$ cat config.mk
export PLATFORM = sky130hd
export DESIGN_NAME = move_decoder
export DESIGN_NICKNAME = d
export VERILOG_FILES = /design/src/rtl/ttt_pkg.sv /design/src/rtl/onehot_decoder.sv /design/src/rtl/move_decoder.sv
export SDC_FILE = /design/constraint.sdc
export NUM_CORES = 1
export LEC_CHECK = 0
export ABC_CLOCK_PERIOD_IN_PS = 3090
export CORE_ASPECT_RATIO = 1.5
export CORE_UTILIZATION = 51
export CTS_CLUSTER_SIZE = 16
export DETAILED_ROUTE_END_ITERATION = 16
export PLACE_DENSITY_LB_ADDON = 0.12
export SYNTH_ARGS = -nofsm -noshare
export SYNTH_HDL_FRONTEND = slang
export SYNTH_SLANG_ARGS = --single-unit
$ cat constraint.sdc
create_clock -name clock -period 3.09 [get_ports clock]
set_clock_uncertainty 0.15 [all_clocks]
set_input_delay 0.309 -clock clock [delete_from_list [all_inputs] [get_ports clock]]
set_output_delay 0.309 -clock clock [all_outputs]
set_load 0.05 [all_outputs]
$ cat src/rtl/ttt_pkg.sv
// ttt_pkg: shared error codes, FSM state type and default board size for the move decoder
package ttt_pkg;
   localparam int N_POS_DEF = 9;
   localparam logic [1:0] ERR_NONE  = 2'd0;
   localparam logic [1:0] ERR_RANGE = 2'd1;
   localparam logic [1:0] ERR_OCC   = 2'd2;
   typedef enum logic {ARMED = 1'b0, LOCKED = 1'b1} state_t;
endpackage

$ cat src/rtl/onehot_decoder.sv
// onehot_decoder: combinational index -> one-hot, all-zero when in >= N
//   in  : W-bit index
//   out : N-bit one-hot (zero for out-of-range index)
module onehot_decoder #(
   parameter int N = 9,
   parameter int W = 4
) (
   input  logic [W-1:0] in,
   output logic [N-1:0] out
);
   always_comb begin
      out = '0;
      for (int i = 0; i < N; i++) out[i] = (int'(in) == i);
   end
endmodule

$ cat src/rtl/move_decoder.sv
// move_decoder: registered move request checker, one-hot cell strobe and per-player board
//   clock, reset        : rising-edge clock, synchronous active-high reset
//   enable, in, player  : move request level, position, player (0 = X, 1 = O)
//   clear               : synchronous new-game clear
//   out_en              : one-cycle one-hot cell write strobe
//   accept, reject, err : move result pulses and held reason code
//   board_x, board_o    : per-player occupancy; full when every cell is taken
module move_decoder
   import ttt_pkg::*;
#(
   parameter int N_POS = N_POS_DEF,
   parameter int PW    = 4
) (
   input  logic             clock,
   input  logic             reset,
   input  logic             enable,
   input  logic [PW-1:0]    in,
   input  logic             player,
   input  logic             clear,
   output logic [N_POS-1:0] out_en,
   output logic             accept,
   output logic             reject,
   output logic [1:0]       err,
   output logic [N_POS-1:0] board_x,
   output logic [N_POS-1:0] board_o,
   output logic             full
);
   state_t             state_q, state_d;
   logic               req_q, req_d, ply_q;
   logic [PW-1:0]      pos_q;
   logic [N_POS-1:0]   dec, set;
   logic               bad_range, bad_occ;
   logic [N_POS-1:0]   out_en_q, out_en_d, board_x_q, board_x_d, board_o_q, board_o_d;
   logic               accept_q, accept_d, reject_q, reject_d, full_q, full_d;
   logic [1:0]         err_q, err_d;

   // The request is captured at the sampling edge and evaluated against the
   // board one edge later, so a pending request can still be dropped by clear.
   onehot_decoder #(.N(N_POS), .W(PW)) u_dec (.in(pos_q), .out(dec));

   always_ff @(posedge clock) begin
      if (reset || clear) state_q <= ARMED;
      else                state_q <= state_d;
   end

   // LOCKED holds while enable stays high; ARMED leaves on enable.
   always_comb begin
      state_d = enable ? LOCKED : ARMED;
      req_d   = (state_q == ARMED) && enable;
   end

   always_comb begin
      bad_range = ~|dec;
      bad_occ   = |(dec & (board_x_q | board_o_q));
      accept_d  = req_q && !bad_range && !bad_occ;
      reject_d  = req_q && (bad_range || bad_occ);
      err_d     = !req_q ? err_q : bad_range ? ERR_RANGE : bad_occ ? ERR_OCC : err_q;
      set       = accept_d ? dec : '0;
      out_en_d  = set;
      board_x_d = board_x_q | (ply_q ? '0 : set);
      board_o_d = board_o_q | (ply_q ? set : '0);
      full_d    = &(board_x_d | board_o_d);
   end

   always_ff @(posedge clock) begin
      if (reset || clear) begin
         req_q     <= 1'b0;
         pos_q     <= '0;
         ply_q     <= 1'b0;
         out_en_q  <= '0;
         accept_q  <= 1'b0;
         reject_q  <= 1'b0;
         err_q     <= ERR_NONE;
         board_x_q <= '0;
         board_o_q <= '0;
         full_q    <= 1'b0;
      end else begin
         req_q     <= req_d;
         pos_q     <= in;
         ply_q     <= player;
         out_en_q  <= out_en_d;
         accept_q  <= accept_d;
         reject_q  <= reject_d;
         err_q     <= err_d;
         board_x_q <= board_x_d;
         board_o_q <= board_o_d;
         full_q    <= full_d;
      end
   end

   assign out_en  = out_en_q;
   assign accept  = accept_q;
   assign reject  = reject_q;
   assign err     = err_q;
   assign board_x = board_x_q;
   assign board_o = board_o_q;
   assign full    = full_q;
endmodule
==> impl_results.md, run 1 <==
* Fillers at 234
* Vias in the first global route at 1277
* First-pass GRT wire length at 5658 um
* Hold WS at 0.2343 ns
* Asr flop ratio synth at 0
* Crit path max fanout at 12
* Lkg Pwr at 0.0007457 uW
* DR DRC count at 0
* Tcrit/Tclk final at 0.7076
* Die area at 0.003287 mm^2
* Via-per-instance ratio at 5.434
* Syn Nets at 172
* Clock Latency Late Sink at 0.29 ns
* Nets at 212
* Hold crit path type: reg2reg
* IO buf count at 40
* Synthesized cell area at 0.001559 mm^2
* Die height at 69.72 um
* Synthesis-to-layout area growth at 31.78%
* Setup crit end: full$_SDFF_PP0_
* Worst hold stages at 1
* Number of synthesized flops with an enable pin at 0
* Num Clock Sinks at 39
* DR iter-0 viols at 51
* Mean Syn Cell Area at 9.564 um^2
* Max-cap violation count at 0
* Unrepaired setup endpoints after global routing: no
* CTS max path bufs at 2
* Post-Syn Instances at 163
* Final setup fails at 0
* Antenna Cells at 0
* Setup tns final at 0 ns
* Max VDD drop at 364.7 uV
* Worst Path Required at 3.14 ns
* Routed wire length at 3193 um
* GP Congestion at 0.8880
* Slew Viols, Final at 0
* Rows at 24
* Yosys warns at 0
* Clock root cell: clkbuf_8
* CP endpoint kind: register
* Yosys reg bits at 39
* Most used flip-flop cell after synthesis: dfxtp_1
* WS Path Type: reg2reg
* H-tree levels at 2
* Placed insts at 235
* Endpoints failing hold at 0
* Setup WS pre-CTS at 0.9198 ns
* Dpl cell area at 0.001967 mm^2
* Avg WL per Cell at 13.19 um
* Worst slew pin tran at 0.7627 ns
* Register area share after synthesis at 0.5008
* Cts hold-fix bufs at 0
* Status: completed
* Setup WS post-layout at 0.9034 ns
* Synth area leader: dfxtp_1
* Final antenna-violating net count at 0
* PwrDens at 440.1 mW/mm^2
* Via Count at 1315
* Normalized max-slew margin at 0.4897
* Pin count of the biggest net entering global routing at 15
* FF-to-FF path depth at 4
* Crit start category: register
* I/O pin count at 41
* TritonCTS clock tree: built
* Reg2reg start: pos_q[2]$_SDFF_PP0_
* Fin crit period at 2.187 ns
* Yosys top cell area share at 0.5008
* Total track usage at 0.2381
* Clock-pin slew on the worst setup and hold paths at 0.07 ns
* Initial antenna violation count at 0
* HPWL Detailed at 2407 um
* Core area at 0.002913 mm^2
* Share of cells above drive strength 1 at 0.1429
* Crit path DAT at 2.24 ns
* Starting Density at 0.5352
* Post_cts resized at 0
* CTS buffer count at 5
* Initial DRT Pass Iterations at 4
* Synth area leaders: dfxtp_1 (50%), nor2_1 (6.0%), o21ai_2 (4.5%), nand2_1 (4.3%), o21ai_1 (2.6%)
* Die width at 47.15 um
* Unique cell type count in the Yosys netlist at 41
* Final Instance Area at 0.002054 mm^2
* Reg2reg setup slack at 0.90 ns
* CP startpoint: pos_q[2]$_SDFF_PP0_
* Critical R2R Capture: full$_SDFF_PP0_
* Max Freq at 457.3 MHz
* Fin cells at 242
* GR Overflow Total at 0
* Setup repair bufs after CTS at 0
[cells in the mapped netlist, types with 2 or more instances]
master / number
a21oi_1: 7
and2_1: 6
and3_4: 2
buf_2: 3
buf_4: 2
clkbuf_1: 2
dfxtp_1: 39
inv_1: 3
nand2_1: 18
nand4bb_1: 2
nor2_1: 25
nor2b_1: 2
o21ai_0: 3
o21ai_1: 8
o21ai_2: 8
o22a_1: 3
or2_2: 4
or4b_1: 2
or4b_4: 2
[worst min path at each step]
stage	end	slack (ns)	start
2_1_floorplan	req_q$_SDFF_PP0_	0.22	state_q$_SDFF_PP0_
6_report	req_q$_SDFF_PP0_	0.23	state_q$_SDFF_PP0_
3_5_place_dp	req_q$_SDFF_PP0_	0.23	state_q$_SDFF_PP0_
5_1_grt	req_q$_SDFF_PP0_	0.26	state_q$_SDFF_PP0_
3_3_place_gp	req_q$_SDFF_PP0_	0.22	state_q$_SDFF_PP0_
4_1_cts	req_q$_SDFF_PP0_	0.24	state_q$_SDFF_PP0_
[per-stage QoR]
stage	util	total power, uW
after floorplan	-	560.3
after global placement	0.6753	575.2
after detailed placement	0.6753	576.6
after CTS	0.7053	909.8
after global routing	0.7053	942.4
final	0.7053	904.1
[per-layer routing]
| layer | part of all wire | wire, um | GRT usage |
|---|---|---|---|
| met4 | 0.034 | 107 | 0.1333 |
| met2 | 0.52 | 1646 | 0.3765 |
| met3 | 0.050 | 159 | 0.07813 |
| met1 | 0.40 | 1280 | 0.2658 |
| met5 | 0 | 0 | 0 |
[state kept, by name, summed over array words and instances, names as in the netlist]
register  cells
board_o       9
board_x       9
out_en        9
pos_q         4
err           2
accept        1
full          1
ply_q         1
reject        1
req_q         1
state_q       1
[final cells by class]
class / instances / area [um^2] / area share
clock buffers: 6 / 82.58 / 0.04019
repair buffers: 41 / 407.9 / 0.1985
flip-flops and latches: 39 / 780.7 / 0.3800
multi-input cells: 113 / 718.2 / 0.3496
well taps: 39 / 48.80 / 0.02375
clock inverters: 1 / 5.005 / 0.002436
inverters: 3 / 11.26 / 0.005481
[cells in the final DEF, fill, tap and decap left out, drive strengths merged, types with 3 or more instances in the layout]
cell type / synthesis / final
or4b: 4 / 4
clkbuf: 2 / 6
and2: 6 / 6
and3: 3 / 3
dfxtp: 39 / 39
clkdlybuf4s50: 0 / 40
nand2: 19 / 19
inv: 3 / 3
o22a: 3 / 3
nor2: 25 / 25
a21oi: 7 / 7
or2: 4 / 4
o21ai: 19 / 19
[cells by family after synthesis]
group,Yosys count,synth area share
buffers and inverters,11,0.03852
AOI/OAI and AO/OA,35,0.1605
and+or+nand+nor,78,0.3002
DFF,39,0.5008
[power by group]
group	leakage [uW]	switching, uW	internal [uW]
combinational	0.000383	24.6	24.1
clock	0.0000470	164	175
sequential	0.000315	9.02	507
total	0.000746	198	706
[critical path, stage by stage, from the launching register on]
cell,delay (ns)
dfxtp_1,0.53
or4b_1,0.59
a221oi_1,0.42
o2111ai_1,0.22
nor4_1,0.20
(Power assumes the default switching activity.)
==> run 2, diff against run 1 <==
ABC_CLOCK_PERIOD_IN_PS = 2070   (was 3090)
CORE_UTILIZATION = 47   (was 51)
clock period = 2.07 ns   (was 3.09 ns; I/O delays follow)
==> run 2 against run 1 <==
Critical path depth increased by 1. First-iteration DRC count is 43% lower. Global-route usage decreased by 3.1 points. Power is 46% higher. Count of clock-buffer cells in the layout rose by 1. Final cell count is 2.9% higher. Via count rose by 1.2%. Non-clock buffer count is 5 higher. Core utilization decreased by 4.2 points. Wire length grew 0.47%. Clock power rose by 39%. Die area grew 8.2%. Largest cell class unchanged. Largest power group unchanged.
==> impl_results.md, run 2 (synthesis results as in run 1) <==
* Status: completed
* I/O pin count at 41 (unchanged)
* Seq pwr share at 0.584 (+0.013)
* Tcrit/Tclk final at 0.9513 (+0.2436)
* Avg WL per Cell at 12.88 um (-2.4%)
* Final setup fails at 0 (unchanged)
* Hold crit path type: reg2reg
* Clock-pin slew on the worst setup and hold paths at 0.07 ns (about the same)
* Final Util at 0.6630 (-0.04236)
* WP buf/inv at 0 (unchanged)
* Crit path DAT at 2.04 ns (-0.20 ns)
* Die width at 49.03 um (+4.0%)
* GR Overflow Total at 0 (unchanged)
* CTS max path bufs at 2 (unchanged)
* Worst Path Required at 2.14 ns (-1.00 ns)
* Lkg Pwr at 0.0007648 uW (+2.6%)
* HPWL Detailed at 2490 um (+3.4%)
* Fin cells at 249 (+2.9%)
* Slew Viols, Final at 0 (unchanged)
* Worst slew pin tran at 0.5033 ns (-0.2594 ns)
* Clock root cell: clkbuf_8
* Slowest stage cell, crit path: a222oi_1
* Sw Ratio at 0.2175 (-0.001514)
* Cell Chain, Critical Path: and4b_1, a222oi_1, and3_4, nand3b_4, o21ai_2
* CP peak stage delay at 0.46 ns (-0.13 ns)
* WS Path Type: reg2reg
* Unrepaired setup endpoints after global routing: no
* Final antenna-violating net count at 0 (unchanged)
* Cts hold-fix bufs at 0 (unchanged)
* DR iter-0 viols at 29 (-43%)
* Hold WS at 0.2320 ns (-0.002354 ns)
* Setup tns final at 0 ns (unchanged)
* Rows at 25 (+4.2%)
* Initial antenna violation count at 0 (unchanged)
* Synthesis-to-layout area growth at 34.35%
* Max Freq at 507.8 MHz (+11%)
* Internal at 1033 uW (+46%)
* Max layer used: met4
* Die height at 72.54 um (+4.0%)
* Setup repair bufs after CTS at 0 (unchanged)
* TritonCTS clock tree: built
* Nets at 217 (+2.4%)
* Pin count of the biggest net entering global routing at 15 (unchanged)
* Via-per-instance ratio at 5.345 (-1.6%)
* GP Congestion at 0.7934 (-11%)
* PwrDens at 630.3 mW/mm^2 (+43%)
* Setup WS post-layout at 0.1009 ns (-0.8025 ns)
* Comb pwr share at 0.059 (+0.005)
* Placed insts at 241 (+2.6%)
* Antenna Cells at 0 (unchanged)
* First-pass GRT wire length at 5575 um (-1.5%)
* CP endpoint kind: register
* Routed wire length at 3208 um (+0.47%)
* Crit start category: register
* Met2 wire length at 1727 um (+4.9%)
* Met1 Routed Length at 1306 um (+2.0%)
* Clk pwr share at 0.357 (-0.018)
* Core area at 0.003159 mm^2 (+8.5%)
* Starting Density at 0.4935 (-0.04176)
* Metal3 WL at 127 um (-20%)
* Leading cell type in the layout, fill and taps excluded: clkdlybuf4s50_1
* Total net switching power at 287.1 uW (+45%)
* Clock Latency Late Sink at 0.28 ns (about the same)
* Num Clock Sinks at 39 (unchanged)
* Die area at 0.003556 mm^2 (+8.2%)
* Top delay family on crit path: simple AND/OR/NAND/NOR gates
* Via Count at 1331 (+1.2%)
* H-tree levels at 2 (unchanged)
* Crit path max fanout at 14 (+2)
* Total track usage at 0.2067 (-0.03139)
* Max-cap violation count at 0 (unchanged)
* Vias in the first global route at 1226 (-4.0%)
* Fillers at 268 (+15%)
* Setup WS pre-CTS at -0.01014 ns (-0.9300 ns)
* Max VDD drop at 513.2 uV (+41%)
* Most frequent cells in the layout: clkdlybuf4s50_1 (40), dfxtp_1 (35), nor2_1 (25), nand2_1 (18)
* Normalized max-slew margin at 0.6634 (+0.1738)
* Fin crit period at 1.969 ns (-0.2175 ns)
* CTS buffer count at 5 (unchanged)
* IO buf count at 40 (unchanged)
* DR DRC count at 0 (unchanged)
* Initial DRT Pass Iterations at 5 (+1)
* Endpoints failing hold at 0 (unchanged)
* Share of cells above drive strength 1 at 0.1770 (+0.03418)
[run 2: cell count changes in the layout (fill, tap and decap cells not counted)]
cell,before,now
dfxtp_4,0,1
dfxtp_1,39,35
clkbuf_8,6,5
clkbuf_1,0,2
buf_4,1,6
dfxtp_2,0,3
[run 2: path summary, 6_finish.rpt]
kind                            start                     to  slack, ns  cells after the start
hold reg to reg    state_q$_SDFF_PP0_       req_q$_SDFF_PP0_       0.23                      1
setup reg to reg  pos_q[3]$_SDFF_PP0_  board_x[6]$_SDFF_PP0_       0.10                      5
hold / removal     state_q$_SDFF_PP0_       req_q$_SDFF_PP0_       0.23                      1
setup / recovery  pos_q[3]$_SDFF_PP0_  board_x[6]$_SDFF_PP0_       0.10                      5
[run 2: power by group through the flow]
stage,registers [uW],logic (uW),clock network [uW]
2_1_floorplan,783,52.9,0
5_1_grt,772,85.1,516
4_1_cts,770,78.9,488
6_report,771,78.2,471
3_3_place_gp,787,76.3,0
3_5_place_dp,787,78.7,0
[run 2: layout make-up]
type	instances	area [um^2]	share of cell area
Timing Repair Buffer	46	445.4	0.2127
Tap cell	40	50.05	0.02389
Clock buffer	7	76.32	0.03644
Sequential cell	39	788.3	0.3763
Inverter	3	11.26	0.005376
Multi-Input combinational cell	113	718.2	0.3429
Clock inverter	1	5.005	0.002389
[run 2: worst register-to-register path, stage by stage (launching register included)]
cell and delay (ns):
dfxtp_4 0.41, and4b_1 0.24, a222oi_1 0.46, and3_4 0.31
nand3b_4 0.18, o21ai_2 0.16
[run 2: per-layer routing]
layer	up-vias	global-route usage
met3	4	0.05031
li1	656	-
met1	627	0.2231
met2	44	0.3796
met4	0	0.08824
met5	-	0
[run 2: repair_timing]
item / in CTS / in global routing
pin swaps: 0 / 2
endpoints found under the setup margin: 8 / 27
gates resized for setup: 1 / 4
[run 2: metrics by stage]
| step | cell area (um^2) | total power, uW |
|---|---|---|
| floorplan | 1559 | 836.4 |
| global placement | 2006 | 862.8 |
| detailed placement | 2006 | 866.1 |
| CTS | 2088 | 1337 |
| global route | 2095 | 1373 |
| finish | 2095 | 1320 |
==> run 3, diff against run 2 <==
CORE_MARGIN = 2   (was default)
GPL_TIMING_DRIVEN = 0   (was default)
==> run 3 against run 2 <==
Flip-flop and latch count unchanged. Critical path depth increased by 1. Highest routed layer unchanged. Final area rose by 3.7%. Die area rose by 6.9%. Global-route usage decreased by 0.61 points. Sequential power fell by 1%. Critical endpoint unchanged. Power fell by 0.67%. Combinational power up 30%. Worst setup slack lost 0.073 ns.
==> impl_results.md, run 3 (synthesis results as in run 1) <==
* Footprint of the multi-input gates at 729.5 um^2 (+1.6%)
* Avg WL per Cell at 13.49 um (+4.7%)
* Worst Path Required at 2.09 ns (-0.05 ns)
* Crit path DAT at 2.06 ns (+0.02 ns)
* Dpl cell area at 0.002009 mm^2 (+0.19%)
* Crit path max fanout at 8 (-6)
* Rows at 25 (unchanged)
* Final antenna-violating net count at 0 (unchanged)
* DR iter-0 viols at 32 (+10%)
* CTS buffer count at 5 (unchanged)
* PwrDens at 603.7 mW/mm^2 (-4.2%)
* Num Clock Sinks at 39 (unchanged)
* Hold WS at 0.2376 ns (+0.005635 ns)
* Placed insts at 243 (+0.83%)
* Die width at 51.03 um (+4.1%)
* Final setup fails at 0 (unchanged)
* Reg2reg start: pos_q[3]$_SDFF_PP0_
* TritonCTS clock tree: built
* Share of cells above drive strength 1 at 0.2083 (+0.03130)
* CP endpoint kind: register
* Fin cells at 256 (+2.8%)
* GP Congestion at 0.7984 (+0.63%)
* Cts hold-fix bufs at 0 (unchanged)
* Register area at 789.5 um^2 (+0.16%)
* Starting Density at 0.4935 (unchanged)
* Die area at 0.003803 mm^2 (+6.9%)
* Core area at 0.003159 mm^2 (unchanged)
* Slew Viols, Final at 0 (unchanged)
* Crit start category: register
* Die height at 74.54 um (+2.8%)
* Clock-pin slew on the worst setup and hold paths at 0.06 ns (about the same)
* Clock root cell: clkbuf_8
* Fin crit period at 2.042 ns (+0.07307 ns)
* Most frequent cells in the layout: clkdlybuf4s50_1 (40), dfxtp_1 (36), nor2_1 (25), nand2_1 (18)
* Normalized max-slew margin at 0.6227 (-0.04070)
* CP peak stage delay at 0.58 ns (+0.12 ns)
* GR Overflow Total at 0 (unchanged)
* Fillers at 253 (-5.6%)
* HPWL Detailed at 2423 um (-2.7%)
* Synthesis-to-layout area growth at 39.33%
* Cell Chain, Critical Path: or4b_4, o22a_1, and3_4, buf_6, nand3b_4, o21ai_2
* Antenna Cells at 0 (unchanged)
* Max VDD drop at 645.0 uV (+26%)
* Max-cap violation count at 0 (unchanged)
* Reg2reg setup slack at 0.03 ns (-0.07 ns)
* Worst slew pin tran at 0.5659 ns (+0.06263 ns)
* Slowest stage cell, crit path: or4b_4
* Critical R2R Capture: board_x[6]$_SDFF_PP0_
* I/O pin count at 41 (unchanged)
* First-pass GRT wire length at 5623 um (+0.86%)
* Final Instance Area at 0.002172 mm^2 (+3.7%)
* Unrepaired setup endpoints after global routing: yes
* Max Freq at 489.7 MHz (-3.6%)
* Initial antenna violation count at 0 (unchanged)
* Pin count of the biggest net entering global routing at 11 (-4)
* IO buf count at 40 (unchanged)
* Via Count at 1362 (+2.3%)
* H-tree levels at 2 (unchanged)
* WS Path Type: reg2reg
* Nets at 226 (+4.1%)
* Vias in the first global route at 1273 (+3.8%)
* Tcrit/Tclk final at 0.9866 (+0.03530)
* Leading cell type in the layout, fill and taps excluded: clkdlybuf4s50_1
* CTS max path bufs at 2 (unchanged)
* FF-to-FF path depth at 6 (+1)
* Clock Latency Late Sink at 0.28 ns (about the same)
* Worst hold endpoint: req_q$_SDFF_PP0_
* Overall Power at 1311 uW (-0.67%)
* Endpoints failing hold at 0 (unchanged)
* Min-delay src: state_q$_SDFF_PP0_
* Routed wire length at 3453 um (+7.6%)
* Via-per-instance ratio at 5.320 (-0.47%)
* DR DRC count at 0 (unchanged)
* Final Util at 0.6875 (+0.02456)
* Hold crit path type: reg2reg
* Status: completed
* Worst hold stages at 1 (unchanged)
* Lkg Pwr at 0.0008076 uW (+5.6%)
* Initial DRT Pass Iterations at 4 (-1)
* Total track usage at 0.2006 (-0.006142)
run 3: cell types whose count changed in the layout (fill, tap and decap cells not counted), sizes merged:
cell	before	now
clkbuf	7	9
clkinv	1	0
buf	6	12
run 3: stage by stage:
| stage | setup slack, ns | TNS [ns] |
|---|---|---|
| after floorplan | 0.08506 | 0 |
| after global placement | 0.009026 | 0 |
| after detailed placement | -0.03457 | -0.2241 |
| after CTS | 0.002160 | 0 |
| after global routing | -0.02432 | -0.03539 |
| final | 0.02784 | 0 |
run 3: final cells by class:
| cell class | count | share of cell area |
|---|---|---|
| Timing Repair Buffer | 47 | 0.2074 |
| Clock buffer | 6 | 0.03341 |
| Inverter | 3 | 0.005184 |
| Multi-Input combinational cell | 113 | 0.3358 |
| Tap cell | 40 | 0.02304 |
| Sequential cell | 39 | 0.3635 |
| Buffer | 8 | 0.03168 |
run 3: worst max-delay path by stage:
stage / startpoint / to / slack, ns / cells past startpoint
after floorplan: board_x[7]$_SDFF_PP0_ / board_x[5]$_SDFF_PP0_ / 0.09 / 5
final: pos_q[3]$_SDFF_PP0_ / board_x[6]$_SDFF_PP0_ / 0.03 / 6
after CTS: pos_q[3]$_SDFF_PP0_ / board_x[2]$_SDFF_PP0_ / 0.002 / 6
after global placement: pos_q[2]$_SDFF_PP0_ / board_x[5]$_SDFF_PP0_ / 0.009 / 7
after global routing: pos_q[3]$_SDFF_PP0_ / board_x[6]$_SDFF_PP0_ / -0.02 / 6
after detailed placement: pos_q[3]$_SDFF_PP0_ / board_x[2]$_SDFF_PP0_ / -0.03 / 6
run 3: worst max-delay path: cells and delay by family (launching register included):
family,cells,cell delay (ns)
AOI/OAI and AO/OA,2,0.33
buffers and inverters,1,0.14
DFF,1,0.36
and+or+nand+nor,3,0.95
run 3: power breakdown:
group          internal (uW)  switching (uW)
Combinational           51.0            50.7
Sequential               756            6.22
Clock                    224             223
Total                   1030             280
run 3: timing repair:
action | 4_1_cts | 5_1_grt
hold endpoints to repair | 0 | 0
setup buffers | 2 | 5
cloned | 0 | 0
setup endpoints to repair | 13 | 20
pin swaps | 5 | 10
resized for setup | 10 | 4
run 3: layer usage:
metal | track usage | part of all wire | up-vias
li1 | - | - | 674
met1 | 0.2109 | 0.39 | 633
met2 | 0.3694 | 0.54 | 50
met3 | 0.05020 | 0.057 | 5
met4 | 0.09309 | 0.014 | 0
met5 | 0 | 0 | -
